--- src/rtl/memory_bus_if.sv ---
// ---------------------------------------------------------------------------
// memory_bus_if : CPU write-bus front end, one decoded strobe per write (rev 1.0)
// ---------------------------------------------------------------------------
`default_nettype none

module memory_bus_if #(
  parameter logic [1:0]  SEL_CONTROLLER          = 2'd0,
  parameter logic [1:0]  SEL_MOD                 = 2'd1,
  parameter logic [1:0]  SEL_DUTY_TABLE          = 2'd2,
  parameter logic [1:0]  SEL_STM                 = 2'd3,
  parameter logic [13:0] ADDR_MOD_MEM_WR_SEGMENT = 14'h0020,
  parameter logic [13:0] ADDR_STM_MEM_WR_SEGMENT = 14'h0021,
  parameter logic [13:0] ADDR_STM_MEM_WR_PAGE    = 14'h0022,
  parameter logic [13:0] ADDR_DUTY_TABLE_WR_PAGE = 14'h0023
) (
  input  logic        BUS_CLK,
  input  logic        RST,
  input  logic        EN,
  input  logic        WE,
  input  logic [1:0]  BRAM_SELECT,
  input  logic [13:0] BRAM_ADDR,
  input  logic [15:0] DATA_IN,
  output logic [15:0] WR_DATA,
  output logic        CTL_WE,
  output logic [13:0] CTL_ADDR,
  output logic        MOD_WE,
  output logic [14:0] MOD_ADDR,
  output logic        DUTY_WE,
  output logic [14:0] DUTY_ADDR,
  output logic        STM_WE,
  output logic [18:0] STM_ADDR
);

  logic        en_q,        en_d;
  logic        we_q,        we_d;
  logic [1:0]  sel_q,       sel_d;
  logic [13:0] addr_q,      addr_d;
  logic [15:0] data_q,      data_d;
  logic        we_dly_q,    we_dly_d;

  logic        ctl_we_q,    ctl_we_d;
  logic        mod_we_q,    mod_we_d;
  logic        duty_we_q,   duty_we_d;
  logic        stm_we_q,    stm_we_d;
  logic [15:0] wr_data_q,   wr_data_d;
  logic [13:0] ctl_addr_q,  ctl_addr_d;
  logic [14:0] mod_addr_q,  mod_addr_d;
  logic [14:0] duty_addr_q, duty_addr_d;
  logic [18:0] stm_addr_q,  stm_addr_d;

  logic        mod_seg_q,   mod_seg_d;
  logic        stm_seg_q,   stm_seg_d;
  logic [3:0]  stm_page_q,  stm_page_d;
  logic        duty_page_q, duty_page_d;

  logic        go;

  always_comb begin
    en_d        = EN;
    we_d        = WE;
    sel_d       = BRAM_SELECT;
    addr_d      = BRAM_ADDR;
    data_d      = DATA_IN;
    we_dly_d    = en_q & we_q;

    ctl_we_d    = 1'b0;
    mod_we_d    = 1'b0;
    duty_we_d   = 1'b0;
    stm_we_d    = 1'b0;
    wr_data_d   = wr_data_q;
    ctl_addr_d  = ctl_addr_q;
    mod_addr_d  = mod_addr_q;
    duty_addr_d = duty_addr_q;
    stm_addr_d  = stm_addr_q;

    mod_seg_d   = mod_seg_q;
    stm_seg_d   = stm_seg_q;
    stm_page_d  = stm_page_q;
    duty_page_d = duty_page_q;

    // Rising edge of the sampled EN&WE marks a new CPU write.
    go = en_q & we_q & ~we_dly_q;

    if (go) begin
      wr_data_d = data_q;
      case (sel_q)
        SEL_CONTROLLER: begin
          ctl_we_d   = 1'b1;
          ctl_addr_d = addr_q;
          if (addr_q == ADDR_MOD_MEM_WR_SEGMENT) mod_seg_d   = data_q[0];
          if (addr_q == ADDR_STM_MEM_WR_SEGMENT) stm_seg_d   = data_q[0];
          if (addr_q == ADDR_STM_MEM_WR_PAGE)    stm_page_d  = data_q[3:0];
          if (addr_q == ADDR_DUTY_TABLE_WR_PAGE) duty_page_d = data_q[0];
        end
        SEL_MOD: begin
          mod_we_d   = 1'b1;
          mod_addr_d = {mod_seg_q, addr_q};
        end
        SEL_DUTY_TABLE: begin
          duty_we_d   = 1'b1;
          duty_addr_d = {duty_page_q, addr_q};
        end
        SEL_STM: begin
          stm_we_d   = 1'b1;
          stm_addr_d = {stm_seg_q, stm_page_q, addr_q};
        end
        default: ;
      endcase
    end
  end

  always_ff @(posedge BUS_CLK) begin
    if (RST) begin
      en_q        <= 1'b0;
      we_q        <= 1'b0;
      sel_q       <= 2'd0;
      addr_q      <= 14'd0;
      data_q      <= 16'd0;
      we_dly_q    <= 1'b0;
      ctl_we_q    <= 1'b0;
      mod_we_q    <= 1'b0;
      duty_we_q   <= 1'b0;
      stm_we_q    <= 1'b0;
      wr_data_q   <= 16'd0;
      ctl_addr_q  <= 14'd0;
      mod_addr_q  <= 15'd0;
      duty_addr_q <= 15'd0;
      stm_addr_q  <= 19'd0;
      mod_seg_q   <= 1'b0;
      stm_seg_q   <= 1'b0;
      stm_page_q  <= 4'd0;
      duty_page_q <= 1'b0;
    end else begin
      en_q        <= en_d;
      we_q        <= we_d;
      sel_q       <= sel_d;
      addr_q      <= addr_d;
      data_q      <= data_d;
      we_dly_q    <= we_dly_d;
      ctl_we_q    <= ctl_we_d;
      mod_we_q    <= mod_we_d;
      duty_we_q   <= duty_we_d;
      stm_we_q    <= stm_we_d;
      wr_data_q   <= wr_data_d;
      ctl_addr_q  <= ctl_addr_d;
      mod_addr_q  <= mod_addr_d;
      duty_addr_q <= duty_addr_d;
      stm_addr_q  <= stm_addr_d;
      mod_seg_q   <= mod_seg_d;
      stm_seg_q   <= stm_seg_d;
      stm_page_q  <= stm_page_d;
      duty_page_q <= duty_page_d;
    end
  end

  assign WR_DATA   = wr_data_q;
  assign CTL_WE    = ctl_we_q;
  assign CTL_ADDR  = ctl_addr_q;
  assign MOD_WE    = mod_we_q;
  assign MOD_ADDR  = mod_addr_q;
  assign DUTY_WE   = duty_we_q;
  assign DUTY_ADDR = duty_addr_q;
  assign STM_WE    = stm_we_q;
  assign STM_ADDR  = stm_addr_q;

endmodule

`default_nettype wire

--- config.mk ---
export PLATFORM = sky130hd
export DESIGN_NAME = memory_bus_if
export DESIGN_NICKNAME = d
export VERILOG_FILES = /design/src/rtl/memory_bus_if.sv
export SDC_FILE = /design/constraint.sdc
export NUM_CORES = 1
export LEC_CHECK = 0
export BUFFER_PORTS_ARGS = -buffer_cell sky130_fd_sc_hd__buf_2
export CAP_MARGIN = 20
export CORE_UTILIZATION = 55
export DETAILED_ROUTE_END_ITERATION = 8
export PLACE_DENSITY_LB_ADDON = 0.08
export REMOVE_ABC_BUFFERS = 1
export SETUP_SLACK_MARGIN = 0.15
export SLEW_MARGIN = 20
export SYNTH_ARGS = -nofsm -noshare
export SYNTH_HDL_FRONTEND = slang
export SYNTH_SLANG_ARGS = --single-unit
--- constraint.sdc ---
create_clock -name BUS_CLK -period 2.14 [get_ports BUS_CLK]
set_clock_uncertainty 0.1 [all_clocks]
set_input_delay 0.214 -clock BUS_CLK [delete_from_list [all_inputs] [get_ports BUS_CLK]]
set_output_delay 0.214 -clock BUS_CLK [all_outputs]
set_load 0.01 [all_outputs]
# Word level (Yosys, flattened, before mapping)
# Index checks and enable logic that the tools add are counted.
[totals]
ff_bits = 125
inputBits = 36
output_inout_bits = 83
[op_classes]
n_eq_ne = 7
n_mux = 4
bitwise = 4
n_reduce_logical = 10
[ops]
columns = ["op", "count"]
rows = [
  ["$eq 14x6->1 const B", 4],
  ["$reduce_and 3->1", 4],
  ["$reduce_and 2->1", 4],
  ["$eq 2x2->1 const B", 2],
  ["$mux 1", 4],
  ["$and 1x1->1", 2],
  ["$eq 2x1->1 const B", 1],
  ["$logic_not 2->1", 1],
  ["$not 1->1", 2],
  ["$reduce_or 2->1", 1],
]

# Longest topological paths before layout
# Gate-level depths: netlist of the first run.
[logic_depth]
ltp_word = 4
ltp_mapped = 6
depth_no_buf = 4

# Least setup slack after synthesis of the first run
# Ideal clock, no wire load.
[synth_path]
kind = "reg-to-reg"
startpoint = "register we_q"
endpoint = "register duty_addr_q[13] (netlist: DUTY_ADDR[13])"
setup_ns = 0.128
arrival_time_ns = 1.212
setup_slack_ns = 0.701
path_stages_with_launch = 7
period_less_slack_ns = 1.439
cell_sequence = "dfxtp_1 nand3b_4 nor3b_2 buf_6 buf_12 mux2i_1 nor2_1"
[synth_via]
elab_chain_len = 3
[synth_lines]
columns = ["element", "line_no", "text"]
rows = [
  ["from (decl)", "35", "logic we_q, we_d;"],
  ["from (signal assigned)", "135", "we_q <= we_d;"],
  ["$and 1x1->1 (2 in series)", "82", "go = en_q & we_q & ~we_dly_q;"],
  ["$reduce_and 2->1 (no line)", "-", ""],
  ["to (signal assigned)", "147", "duty_addr_q <= duty_addr_d;"],
  ["to (decl)", "48", "logic [14:0] duty_addr_q, duty_addr_d;"],
]
# No other way between the ends.
# A chain may end at the register's enable or synchronous reset.

# Worst setup path after layout of the first run
[layout_path]
startpoint = "register addr_q[9]"
endpoint = "register duty_page_q"
[layout_via]
elab_chain_len = 2
[layout_lines]
columns = ["element", "line_no", "text"]
rows = [
  ["from (decl)", "37", "logic [13:0] addr_q, addr_d;"],
  ["from (signal assigned)", "137", "addr_q <= addr_d;"],
  ["$eq 14x6->1", "93", "if (addr_q == ADDR_DUTY_TABLE_WR_PAGE) duty_page_d = data_q[0];"],
  ["$reduce_and 3->1 (no line)", "-", ""],
  ["to (signal assigned)", "152", "duty_page_q <= duty_page_d;"],
  ["to (decl)", "54", "logic duty_page_q, duty_page_d;"],
]
# No other way between the ends.

==> flow_metrics.tcl, run 1 <==
set metrics [dict create \
    avgSynthCellArea_um2 10.1 \
    hold_depth 2 \
    cts_tree "done" \
    via_per_inst 4.98 \
    cts_setup_buffers 0 \
    cts_buffers 17 \
    finalCritPeriodShare 0.792 \
    drc 0 \
    final_core_util 0.798 \
    detail_route.wl_per_cell_um 14.0 \
    routabilityCongestion 0.738 \
    cts.clk_slew.worst_paths_ns 0.06 \
    use_met2 0.426 \
    ys_seq_elements 125 \
    netSwitchingFraction 0.211 \
    cts_max_path_buffers 2 \
    worstMarginPinSlew_ns 0.571 \
    reg2reg_to "duty_page_q$_SDFFE_PP0P_" \
    setup_viol 0 \
    gr-usage-met3 0.0719 \
    nets 615 \
    power_mw 5.52 \
    diodes 0 \
    critPathArrivalTime_ns 1.99 \
    fmax_mhz 590 \
    holdBufCountCts 34 \
    root_buffer "clkbuf_8" \
    grt_use_total 0.250 \
    min_from "RST" \
    drtIter0Drc 144 \
    required_ns 2.43 \
    regToRegStartpoint "addr_q[9]$_SDFF_PP0_" \
    vdd_drop_max_v 0.000573 \
    hpwl_um 6090 \
    port_buffers 118 \
    worstPathMaxFanout 7 \
    final_cell_mix "dfxtp_1, buf_2, nand2_1, nor2_1, mux2i_1" \
    min_path_type "in -> reg" \
    powerDensity_nw_per_um2 939 \
    nFillCells 494 \
    grt_antenna_before_repair 0 \
    p_int_mw 4.36 \
    end_kind "register" \
    layout-drive-gt1-share 0.284 \
    pwr-share-seq 0.437 \
    leakagePower_nw 2.66 \
    min_to "data_q[6]$_SDFF_PP0_" \
    slew_violations 0 \
    grt_pass1_vias 3285 \
    die_h_um 89.9 \
    die_area_um2 8090 \
    coreArea_um2 7370 \
    rsz0062_at_grt "false" \
    start_util 0.577 \
    wl_um 9680 \
    die_w_um 89.9 \
    vias 3440 \
    ctsResizeCount 0 \
    worst-r2r-setup-slack_ns 0.45 \
    worst-r2r-cell-count 4 \
    cts_sinks 125 \
    area_growth_pct 38.3 \
    clk-insertion-delay-late_ns 0.51 \
    final_common_cell "dfxtp_1" \
    switchingPower_mw 1.17 \
    finalHoldViolCount 0 \
    ys_seq_area_frac 0.588 \
    htree_num_levels 4 \
    grt_overflow 0 \
    drt_pre_antenna_iters 5 \
    seq_area_um2 2500 \
    start_kind "register" \
    rows 31 \
    multiInputGateArea_um2 1600 \
    max_slew_margin 0.618 \
    syn_inst 423 \
    criticalPathCategory "reg -> reg" \
    yosysUniqueCellTypes 26 \
    grt_pass1_wl_um 15800 \
    grt_max_degree 52 \
    p_clk_frac 0.525 \
    busiest_layer "met2" \
    finalCriticalPeriod_ns 1.69 \
    io-pin-count 119 \
    status "completed" \
    combPwrFrac 0.038 \
    synth_warnings 0 \
    dp_slack_ns 0.432 \
    ant_nets 0 \
    synth_area_um2 4250 \
    met1_usage 0.296 \
    maxCapViolations 0 \
    final.setup.worst_slack_ns 0.446 \
]
[sequential cells by signal, indices dropped and copies added (netlist names), 4 cells and up]
register and cells:
addr_q 14, stm_page_q 4, WR_DATA 16, MOD_ADDR 15, STM_ADDR 19, DUTY_ADDR 15
CTL_ADDR 14, data_q 16
[synth_stat cells]
cell type    n  share of area
a21oi_1     37          0.044
and2_1       2         0.0029
and3_1       1         0.0015
and3b_1      1         0.0021
buf_1        1        0.00088
buf_12       1         0.0047
buf_2        3         0.0035
buf_4        5         0.0088
buf_6        1         0.0026
buf_8        1         0.0035
clkbuf_1    14          0.012
clkbuf_2     1         0.0012
dfxtp_1    125           0.59
mux2i_1     49           0.12
nand2_1     62          0.055
nand3_1      6         0.0071
nand3b_4     1         0.0047
nand4_1      7          0.010
nor2_1      54          0.048
nor2b_1     38          0.056
nor3_2       1         0.0024
nor3b_2      2         0.0059
nor4_1       1         0.0015
nor4_4       1         0.0050
nor4b_4      1         0.0056
o21ai_1      7         0.0082
[worst max-delay path, stage by stage, from the launching register on]
cell,delay [ns]
dfxtp_1,0.34
nor4_1,0.50
nand3_1,0.34
o21ai_1,0.21
a21oi_1,0.08
[through the flow]
stage	TNS (ns)	std cells	hold WS [ns]	area, µm²
3_5_place_dp	0	625	0.326	4930
4_1_cts	0	691	0.0663	5880
6_report	0	691	0.0756	5880
3_3_place_gp	0	625	0.320	4930
2_1_floorplan	-1.37	396	0.183	4090
5_1_grt	0	691	0.0869	5880
[worst max path at each step]
stage	end	depth (start not counted)	start	slack, ns
final	duty_page_q$_SDFFE_PP0P_	4	addr_q[9]$_SDFF_PP0_	0.45
after global routing	stm_page_q[1]$_SDFFE_PP0P_	4	addr_q[10]$_SDFF_PP0_	0.34
after CTS	MOD_ADDR[3]$_SDFFE_PP0P_	5	en_q$_SDFF_PP0_	0.45
after detailed placement	MOD_ADDR[3]$_SDFFE_PP0P_	5	en_q$_SDFF_PP0_	0.43
after global placement	MOD_ADDR[9]$_SDFFE_PP0P_	5	we_q$_SDFF_PP0_	0.51
after floorplan	STM_ADDR[0]$_SDFFE_PP0P_	4	we_q$_SDFF_PP0_	-0.07
[power by group through the flow]
stage | registers (mW) | clock network [mW] | logic [mW]
after CTS | 2.41 | 2.93 | 0.210
after detailed placement | 2.46 | 0 | 0.161
final | 2.41 | 2.90 | 0.212
after global routing | 2.42 | 3.04 | 0.231
after global placement | 2.46 | 0 | 0.158
after floorplan | 2.46 | 0 | 0.0603
[per-layer routing]
layer / share of wire / wire length (µm) / vias up
met5: 0 / 0 / -
met4: 0.016 / 156 / 0
met1: 0.43 / 4180 / 1614
met3: 0.052 / 503 / 13
met2: 0.50 / 4850 / 107
li1: - / - / 1706
[cells by family after synthesis]
| group | synth area share |
|---|---|
| AND/OR/NAND/NOR | 0.207 |
| flip-flops | 0.588 |
| multiplexers | 0.115 |
| AO/OA/AOI/OAI | 0.0518 |
| buffers and inverters | 0.0376 |
[layout make-up]
type                    instances  area share
flip-flops and latches        125       0.425
multi-input cells             271       0.273
repair buffers                164       0.176
clock buffers                  20      0.0774
clock inverters                12      0.0274
well taps                      99      0.0211
No activity file was read; power rests on OpenSTA's default activity.
==> run 2: changes to the inputs <==
--- a/config.mk
+++ b/config.mk
@@ -7,7 +7,7 @@
 export LEC_CHECK = 0
 export BUFFER_PORTS_ARGS = -buffer_cell sky130_fd_sc_hd__buf_2
 export CAP_MARGIN = 20
-export CORE_UTILIZATION = 55
+export CORE_UTILIZATION = 46
 export DETAILED_ROUTE_END_ITERATION = 8
 export PLACE_DENSITY_LB_ADDON = 0.08
 export REMOVE_ABC_BUFFERS = 1
==> constraint.sdc (replaced) <==
create_clock -name BUS_CLK -period 1.49 [get_ports BUS_CLK]
set_clock_uncertainty 0.1 [all_clocks]
set_input_delay 0.149 -clock BUS_CLK [delete_from_list [all_inputs] [get_ports BUS_CLK]]
set_output_delay 0.149 -clock BUS_CLK [all_outputs]
set_load 0.01 [all_outputs]
==> flow_metrics.tcl, run 2 (same netlist as run 1, synthesis figures left out) <==
set metrics [dict create \
    cp_num_buf_inv 2 \
    cts_buffers 17 \
    layout-drive-gt1-share 0.349 \
    ant_nets 0 \
    hpwl_um 6580 \
    vdd_drop_max_v 0.000829 \
    worstPathCellList "and3b_2 > buf_4 > buf_4 > nand3_4 > o21ai_1 > a21oi_1" \
    max_slew_margin 0.773 \
    io-pin-count 119 \
    leakagePower_nw 2.95 \
    htree_num_levels 4 \
    grt_use_total 0.233 \
    finalCritPeriodShare 0.991 \
    cts_max_path_buffers 2 \
    routabilityCongestion 0.728 \
    die_h_um 98.2 \
    critPathArrivalTime_ns 1.78 \
    end_kind "register" \
    drt_pre_antenna_iters 6 \
    rsz0062_at_grt "true" \
    powerDensity_nw_per_um2 1200 \
    grt_antenna_before_repair 0 \
    finalCriticalPeriod_ns 1.48 \
    status "completed" \
    maxCapViolations 0 \
    grt_pass1_wl_um 17300 \
    area_growth_pct 52.7 \
    tns_ns 0 \
    worstMarginPinSlew_ns 0.341 \
    root_buffer "clkbuf_8" \
    start_kind "register" \
    nFillCells 655 \
    setup_viol 0 \
    diodes 0 \
    criticalPathCategory "reg -> reg" \
    required_ns 1.79 \
    die_w_um 98.2 \
    drtIter0Drc 101 \
    vias 3657 \
    multiInputGateArea_um2 1700 \
    coreArea_um2 8850 \
    cts.clk_slew.worst_paths_ns 0.06 \
    critPathSlowestCell "dfxtp_4" \
    detail_route.wl_per_cell_um 14.7 \
    worstPathMaxFanout 7 \
    rows 34 \
    grt_pass1_vias 3527 \
    finalHoldViolCount 0 \
    nets 662 \
    cpLargestDelayFamily "flip-flops" \
    grt_overflow 0 \
    cpMostUsedCell "buf_4" \
    grt_max_degree 79 \
    slew_violations 0 \
    final_cell_mix "dfxtp_1, buf_2, nand2_1, nor2_1, dlygate4sd3_1" \
    hold_ws_ns 0.0324 \
    fmax_mhz 677 \
    cts_tree "done" \
    seq_area_um2 2520 \
    cts_sinks 125 \
    start_util 0.481 \
    final_common_cell "dfxtp_1" \
    min_path_type "in -> reg" \
    wl_um 11000 \
    die_area_um2 9640 \
    clk-insertion-delay-late_ns 0.52 \
    port_buffers 118 \
    largest_register_ff_count 19 \
    cpPeakStageDelay_ns 0.36 \
    drc 0 \
    via_per_inst 4.90 \
]
## run 2: report_power, final
group / total (mW) / switching [mW] / internal, mW / leakage (nW)
Sequential: 3.46 / 0.0502 / 3.41 / 1.02
Clock: 3.93 / 1.51 / 2.42 / 0.273
Combinational: 0.432 / 0.187 / 0.245 / 1.66
Total: 7.82 / 1.75 / 6.07 / 2.95
## run 2: path summary, 6_finish.rpt
check | startpoint | endpoint | slack [ns] | cells after the start
setup / recovery | we_q$_SDFF_PP0_ | stm_seg_q$_SDFFE_PP0P_ | 0.01 | 6
hold / removal | RST | STM_ADDR[9]$_SDFFE_PP0P_ | 0.03 | 3
hold reg to reg | data_q[11]$_SDFF_PP0_ | WR_DATA[11]$_SDFFE_PP0P_ | 0.33 | 2
setup reg to reg | we_q$_SDFF_PP0_ | stm_seg_q$_SDFFE_PP0P_ | 0.01 | 6
## run 2: metal layers
metal	vias up	part of all wire	routed length [µm]	global-route usage
met2	107	0.51	5580	0.399
met1	1734	0.43	4700	0.281
met5	-	0	0	0
met3	16	0.052	568	0.0702
met4	0	0.015	167	0.0758
li1	1800	-	-	-
## run 2: what timing repair did
action / 4_1_cts / 5_1_grt
pin swaps: 14 / 14
cloned: 2 / 0
hold buffers: 51 / 0
gates resized for setup: 24 / 20
setup buffers: 4 / 4
hold endpoints to repair: 65 / 0
endpoints found under the setup margin: 57 / 87
## run 2: metrics by stage
stage	power, mW	util	cell area [µm²]	setup slack (ns)	std cells
detailed placement	3.81	0.578	5110	-0.0510	654
finish	7.82	0.734	6490	0.0138	747
floorplan	3.61	-	4090	-0.722	396
global placement	3.81	0.578	5110	0.0231	654
CTS	7.85	0.721	6380	0.0128	743
global route	8.06	0.734	6490	-0.0562	747
## run 2: area by class of cell
class,count,share of cell area
clock inverter,14,0.0223
timing repair buffer,211,0.242
sequential,125,0.387
multi-input combinational,271,0.261
tap,108,0.0208
clock buffer,18,0.0659
## run 2: worst min-delay path, stage by stage
cell    delay, ns
buf_4        0.13
buf_12       0.20
nor2_1       0.11
